## config.mk

```make
export PLATFORM = sky130hd
export DESIGN_NAME = xilinx_rst_conditioner
export DESIGN_NICKNAME = d
export VERILOG_FILES = /design/src/rtl/xilinx_rst_conditioner.sv
export SDC_FILE = /design/constraint.sdc
export NUM_CORES = 1
export LEC_CHECK = 0
export CORE_MARGIN = 10
export CORE_UTILIZATION = 25
export DETAILED_ROUTE_END_ITERATION = 12
export HOLD_SLACK_MARGIN = 0.1
export PLACE_DENSITY = 0.51
export SLEW_MARGIN = 0
export SYNTH_ARGS = -nofsm -noshare
export SYNTH_HDL_FRONTEND = slang
export SYNTH_SLANG_ARGS = --single-unit
```

## constraint.sdc

```tcl
create_clock -name clk_i -period 2.4 [get_ports clk_i]
set_clock_uncertainty 0.15 [all_clocks]
set_input_delay 0.48 -clock clk_i [delete_from_list [all_inputs] [get_ports clk_i]]
set_output_delay 0.48 -clock clk_i [all_outputs]
set_load 0.05 [all_outputs]
```

## src/rtl/xilinx_rst_conditioner.sv

```systemverilog
// -----------------------------------------------------------------------------
// xilinx_rst_conditioner
//
// Board-level reset conditioner for the FPGA top-level wrapper. Combines the
// raw reset button and the clock wizard's locked flag into one registered,
// active-low reset for the SoC and the reset LED. Reset is released only once
// the clock is locked, the button is released, and a stretch interval has
// elapsed.
//
// Ports:
//   clk_i          in   generated system clock
//   rst_ni         in   global async reset, active-low
//   btn_i          in   raw board reset button (async, polarity by parameter)
//   clk_locked_i   in   clock wizard locked flag (async)
//   rst_no         out  conditioned SoC reset, active-low, registered
//   rst_led_o      out  copy of rst_no for the reset LED
//   lock_lost_o    out  sticky: lock was lost while in RUN
//   reset_count_o  out  saturating count of RUN->HOLD transitions
//
// state    | meaning
// ---------+-------------------------------------------------------------
// HOLD     | reset asserted, waiting for lock and button released
// STRETCH  | lock stable and button released, counting stretch interval
// RUN      | reset released
// -----------------------------------------------------------------------------
module xilinx_rst_conditioner #(
    parameter int BTN_ACTIVE_HIGH = 1,
    parameter int SYNC_STAGES     = 2,
    parameter int DEBOUNCE_CYCLES = 65536,
    parameter int STRETCH_CYCLES  = 1024
) (
    input  logic       clk_i,
    input  logic       rst_ni,
    input  logic       btn_i,
    input  logic       clk_locked_i,
    output logic       rst_no,
    output logic       rst_led_o,
    output logic       lock_lost_o,
    output logic [7:0] reset_count_o
);

    localparam int DW = $clog2(DEBOUNCE_CYCLES);
    localparam int SW = $clog2(STRETCH_CYCLES) + 1;

    // Raw button level that means "not pressed"; also the synchronizer reset value.
    localparam logic BTN_IDLE = (BTN_ACTIVE_HIGH != 0) ? 1'b0 : 1'b1;

    localparam logic [DW-1:0] DCNT_MAX = DW'(DEBOUNCE_CYCLES - 1);
    localparam logic [SW-1:0] SCNT_MAX = SW'(STRETCH_CYCLES - 1);

    typedef enum logic [1:0] {
        ST_HOLD    = 2'd0,
        ST_STRETCH = 2'd1,
        ST_RUN     = 2'd2
    } state_t;

    logic [SYNC_STAGES-1:0] btn_sync;
    logic [SYNC_STAGES-1:0] lock_sync;
    logic                   btn_s;
    logic                   lock_s;

    logic                   btn_db;
    logic [DW-1:0]          dcnt;

    state_t                 state_q;
    state_t                 state_d;
    logic [SW-1:0]          scnt_q;
    logic [SW-1:0]          scnt_d;
    logic                   run_exit;

    // -------------------------------------------------------------------------
    // Synchronizers
    // -------------------------------------------------------------------------
    always_ff @(posedge clk_i or negedge rst_ni) begin
        if (!rst_ni) begin
            btn_sync  <= {SYNC_STAGES{BTN_IDLE}};
            lock_sync <= '0;
        end else begin
            btn_sync  <= {btn_sync[SYNC_STAGES-2:0], btn_i};
            lock_sync <= {lock_sync[SYNC_STAGES-2:0], clk_locked_i};
        end
    end

    // XOR with the idle level normalizes the button so pressed = 1.
    assign btn_s  = btn_sync[SYNC_STAGES-1] ^ BTN_IDLE;
    assign lock_s = lock_sync[SYNC_STAGES-1];

    // -------------------------------------------------------------------------
    // Debouncer: btn_db follows btn_s only after DEBOUNCE_CYCLES consecutive
    // cycles of disagreement.
    // -------------------------------------------------------------------------
    always_ff @(posedge clk_i or negedge rst_ni) begin
        if (!rst_ni) begin
            btn_db <= 1'b0;
            dcnt   <= '0;
        end else if (btn_s == btn_db) begin
            dcnt   <= '0;
        end else if (dcnt == DCNT_MAX) begin
            btn_db <= ~btn_db;
            dcnt   <= '0;
        end else begin
            dcnt   <= dcnt + 1'b1;
        end
    end

    // -------------------------------------------------------------------------
    // Sequencing FSM
    // -------------------------------------------------------------------------
    always_ff @(posedge clk_i or negedge rst_ni) begin
        if (!rst_ni) begin
            state_q <= ST_HOLD;
            scnt_q  <= '0;
        end else begin
            state_q <= state_d;
            scnt_q  <= scnt_d;
        end
    end

    always_comb begin
        state_d = state_q;
        scnt_d  = scnt_q;
        case (state_q)
            ST_HOLD: begin
                if (lock_s && !btn_db) begin
                    state_d = ST_STRETCH;
                    scnt_d  = '0;
                end
            end
            ST_STRETCH: begin
                if (!lock_s || btn_db) begin
                    state_d = ST_HOLD;
                end else if (scnt_q == SCNT_MAX) begin
                    state_d = ST_RUN;
                end else begin
                    scnt_d  = scnt_q + 1'b1;
                end
            end
            ST_RUN: begin
                if (!lock_s || btn_db) begin
                    state_d = ST_HOLD;
                end
            end
            default: begin
                state_d = ST_HOLD;
            end
        endcase
    end

    assign run_exit = (state_q == ST_RUN) && (state_d == ST_HOLD);

    // -------------------------------------------------------------------------
    // Outputs and status. rst_no is loaded from next_state so it moves on the
    // same edge as the state register.
    // -------------------------------------------------------------------------
    always_ff @(posedge clk_i or negedge rst_ni) begin
        if (!rst_ni) begin
            rst_no        <= 1'b0;
            lock_lost_o   <= 1'b0;
            reset_count_o <= 8'd0;
        end else begin
            rst_no <= (state_d == ST_RUN);
            if (run_exit) begin
                if (reset_count_o != 8'hFF) begin
                    reset_count_o <= reset_count_o + 8'd1;
                end
                if (!lock_s) begin
                    lock_lost_o <= 1'b1;
                end
            end
        end
    end

    assign rst_led_o = rst_no;

endmodule

```

==> results.py <==
metrics = {
    "logic_synthesis": {
        "synthDistinctLibCells": 42,
        "muxShareOfSynthArea_pct": 1.10,
        "syn_nets": 200,
        "ys_ff_latch": 44,
        "synth_compound_area_share_pct": 9.26,
        "synth_ff_type": "dfrtp_1",
        "synth_xor_area_share_pct": 10.2,
        "synth_fa_ha_area_share_pct": 1.83,
        "yosysWarnings": 0,
        "netlist_area_mm2": 0.00205,
        "async_flop_share_pct": 100,
        "synth-edff-count": 0,
        "synth-simple-area-share_pct": 21.7,
        "synth_top_family_by_area": "simple AND/OR/NAND/NOR gates",
        "synthCells": 193,
        "synth_seq_area_share_pct": 53.6,
        "synth.avg_cell_area_um2": 10.6,
    },
    "final_layout": {
        "final-seq-area_mm2": 0.00110,
        "layout.nets": 219,
        "final_layout_size_suffix_gt1_share_pct": 7.51,
        "design_area_mm2": 0.00242,
        "area_growth_pct": 17.7,
        "fill_cells": 868,
        "multi_input_area_um2": 906,
        "antenna_cells": 0,
    },
    "cts": {
        "ctsHoldBuffers": 0,
        "cts_buffers": 5,
        "cts_root_buffer": "clkbuf_8",
        "cts_buffer_depth": 2,
        "cts_tree": "done",
        "clk_pin_slew_worst_paths_ns": 0.08,
        "post_cts_resized": 0,
        "cts.sinks": 44,
        "h-tree-depth": 2,
        "insertion_delay_ns": 0.29,
        "postCtsSetupBuffers": 0,
    },
    "sta": {
        "finalSetupViolations": 0,
        "fmax_mhz": 452,
        "fin_crit_sh_pct": 92.2,
        "setup_tns_ns": 0,
        "finalCriticalPeriod_ns": 2.21,
        "final-hold-violation-count": 0,
        "slew_headroom_pct": 63.1,
        "rsz0062_at_grt": "no",
        "drv_slew": 0,
        "worst_pin_slew_ns": 0.554,
        "hold_slack_ns": 0.0965,
    },
    "placement": {
        "gp_congestion": 0.744,
        "portBuffers": 14,
        "place_area_mm2": 0.00231,
        "hpwlAfterDp_mm": 2.65,
    },
    "route": {
        "routed_wl_mm": 3.71,
        "first_pass_iters": 4,
        "avgViaCountPerCell": 4.50,
        "antenna_left": 0,
        "num_vias": 1430,
        "wl_per_cell_um": 11.7,
        "drcViolationCount": 0,
        "drt-initial-drc-count": 68,
    },
    "worst_setup_path": {
        "setup.worst_path.end_class": "output port",
        "cp.required_ns": 1.77,
        "reg2reg_to": "dcnt[11]$_DFF_PN0_",
        "path_cells": "clkdlybuf4s50_1",
        "worst_path_largest_cell_delay_ns": 0.84,
        "ff2ff_setup_slack_ns": 0.31,
        "cp_top_family": "buffers and inverters",
        "arrival_ns": 1.58,
        "r2r_cells": 5,
        "cp-start-kind": "flop",
        "r2r-start": "dcnt[0]$_DFF_PN0_",
        "cp.depth": 1,
        "critPathMaxFanout": 6,
        "crit_buf_inv": 1,
        "cp_slowest_cell": "clkdlybuf4s50_1",
        "critPathKind": "reg -> out",
    },
    "pwr": {
        "irDropWorstVdd_mv": 0.262,
        "p_leak_nw": 0.986,
        "p_total_mw": 1.38,
        "pwr_density_cell_mw_per_mm2": 571,
    },
    "floorplan": {
        "die_x_um": 111,
        "placementRows": 33,
        "die_h_um": 111,
        "start_util_pct": 25.4,
        "dieArea_mm2": 0.0122,
        "core_mm2": 0.00809,
        "io_pins": 15,
    },
    "grt": {
        "grt_pass1_wl_mm": 6.60,
        "antenna_found_initial": 0,
        "grt_usage_pct": 6.25,
        "grt_max_degree": 45,
        "grt_overflow": 0,
        "grt_pass1_vias": 1396,
    },
    "worst_hold_path": {
        "hp-class": "in -> async",
    },
    "outcome": {
        "status": "finished, final reports clean",
    },
    "job": {
        "maxCapViolCount": 0,
    },
}
==> report_power, final <==
group,internal (mW),leakage [nW],switching [mW],total [mW]
Combinational,0.0190,0.332,0.0378,0.0568
Sequential,0.756,0.599,0.0147,0.770
Clock,0.309,0.0552,0.246,0.555
==> logic make-up after synthesis <==
family	count (synthesis)
compound gates	24
xor+xnor	24
fa+ha+maj	3
buf+inv	11
flops	44
mux	2
simple gates	85
==> worst max path at each step <==
stage                                  from                           end  slack [ns]
6_report       reset_count_o[3]$_DFFE_PN0P_              reset_count_o[3]        0.19
5_1_grt                   dcnt[0]$_DFF_PN0_            dcnt[11]$_DFF_PN0_        0.11
3_5_place_dp              dcnt[0]$_DFF_PN0_            dcnt[13]$_DFF_PN0_        0.29
2_1_floorplan  reset_count_o[0]$_DFFE_PN0P_  reset_count_o[1]$_DFFE_PN0P_        0.38
3_3_place_gp              dcnt[0]$_DFF_PN0_            dcnt[11]$_DFF_PN0_        0.37
4_1_cts        reset_count_o[3]$_DFFE_PN0P_              reset_count_o[3]        0.16
==> cell usage after synthesis (all sizes together) (3+ instances only) <==
cell   instances  area share [%]
dfrtp         44              54
nor2          26             4.9
xor2          10             4.3
nand4          7             2.4
nor3          11             2.7
nand3         12             3.2
inv            8             1.5
ha             3             1.8
buf            3            0.85
nor4           5             1.5
xnor2         14             6.0
nand2         11             2.0
o31ai          4             1.5
a21oi          6             1.5
o21ai          3            0.73
==> flip-flops by register name, summed over array words and instances, names as in the netlist <==
register / flops
dcnt: 16
scnt_q: 11
lock_lost_o: 1
state_q: 2
btn_db: 1
btn_sync: 2
reset_count_o: 8
lock_sync: 2
rst_led_o: 1
==> final cells by class <==
| type | instances | share of cell area [%] |
|---|---|---|
| clock inverter | 2 | 1.45 |
| sequential | 44 | 45.5 |
| inverter | 8 | 1.24 |
| multi-input combinational | 138 | 37.5 |
| tap | 105 | 5.43 |
| clock buffer | 6 | 3.00 |
| timing repair buffer | 15 | 5.90 |
==> cells in the final DEF (no fill, tap or decap), types with 2 or more instances in the layout <==
cell type        netlist  layout
a211oi_1               2       2
a21oi_1                6       6
and4_1                 2       2
clkbuf_8               0       5
clkdlybuf4s50_1        0      13
dfrtp_1               44      44
ha_1                   3       3
inv_1                  8       8
nand2_1               11      11
nand2b_1               2       2
nand3_1               11      11
nand4_1                6       6
nor2_1                25      25
nor3_1                11      11
nor4_1                 5       5
o21ai_0                2       2
o31ai_1                4       4
or2_1                  2       2
xnor2_1               14      14
xor2_1                10      10
==> per-layer routing <==
| layer | up-vias | GRT usage (%) | part of all wire, % |
|---|---|---|---|
| li1 | 721 | - | - |
| met1 | 681 | 7.87 | 50 |
| met2 | 22 | 9.12 | 43 |
| met3 | 6 | 2.33 | 5.0 |
| met4 | 0 | 3.13 | 2.1 |
| met5 | - | 0 | 0 |
==> through the flow <==
stage | util, % | cells | setup slack (ns)
global route | 29.9 | 318 | 0.110
detailed placement | 28.6 | 310 | 0.291
global placement | 28.6 | 310 | 0.372
CTS | 29.9 | 318 | 0.164
finish | 29.9 | 318 | 0.188
floorplan | - | 193 | 0.377
Power figures use the tool's default switching activity.
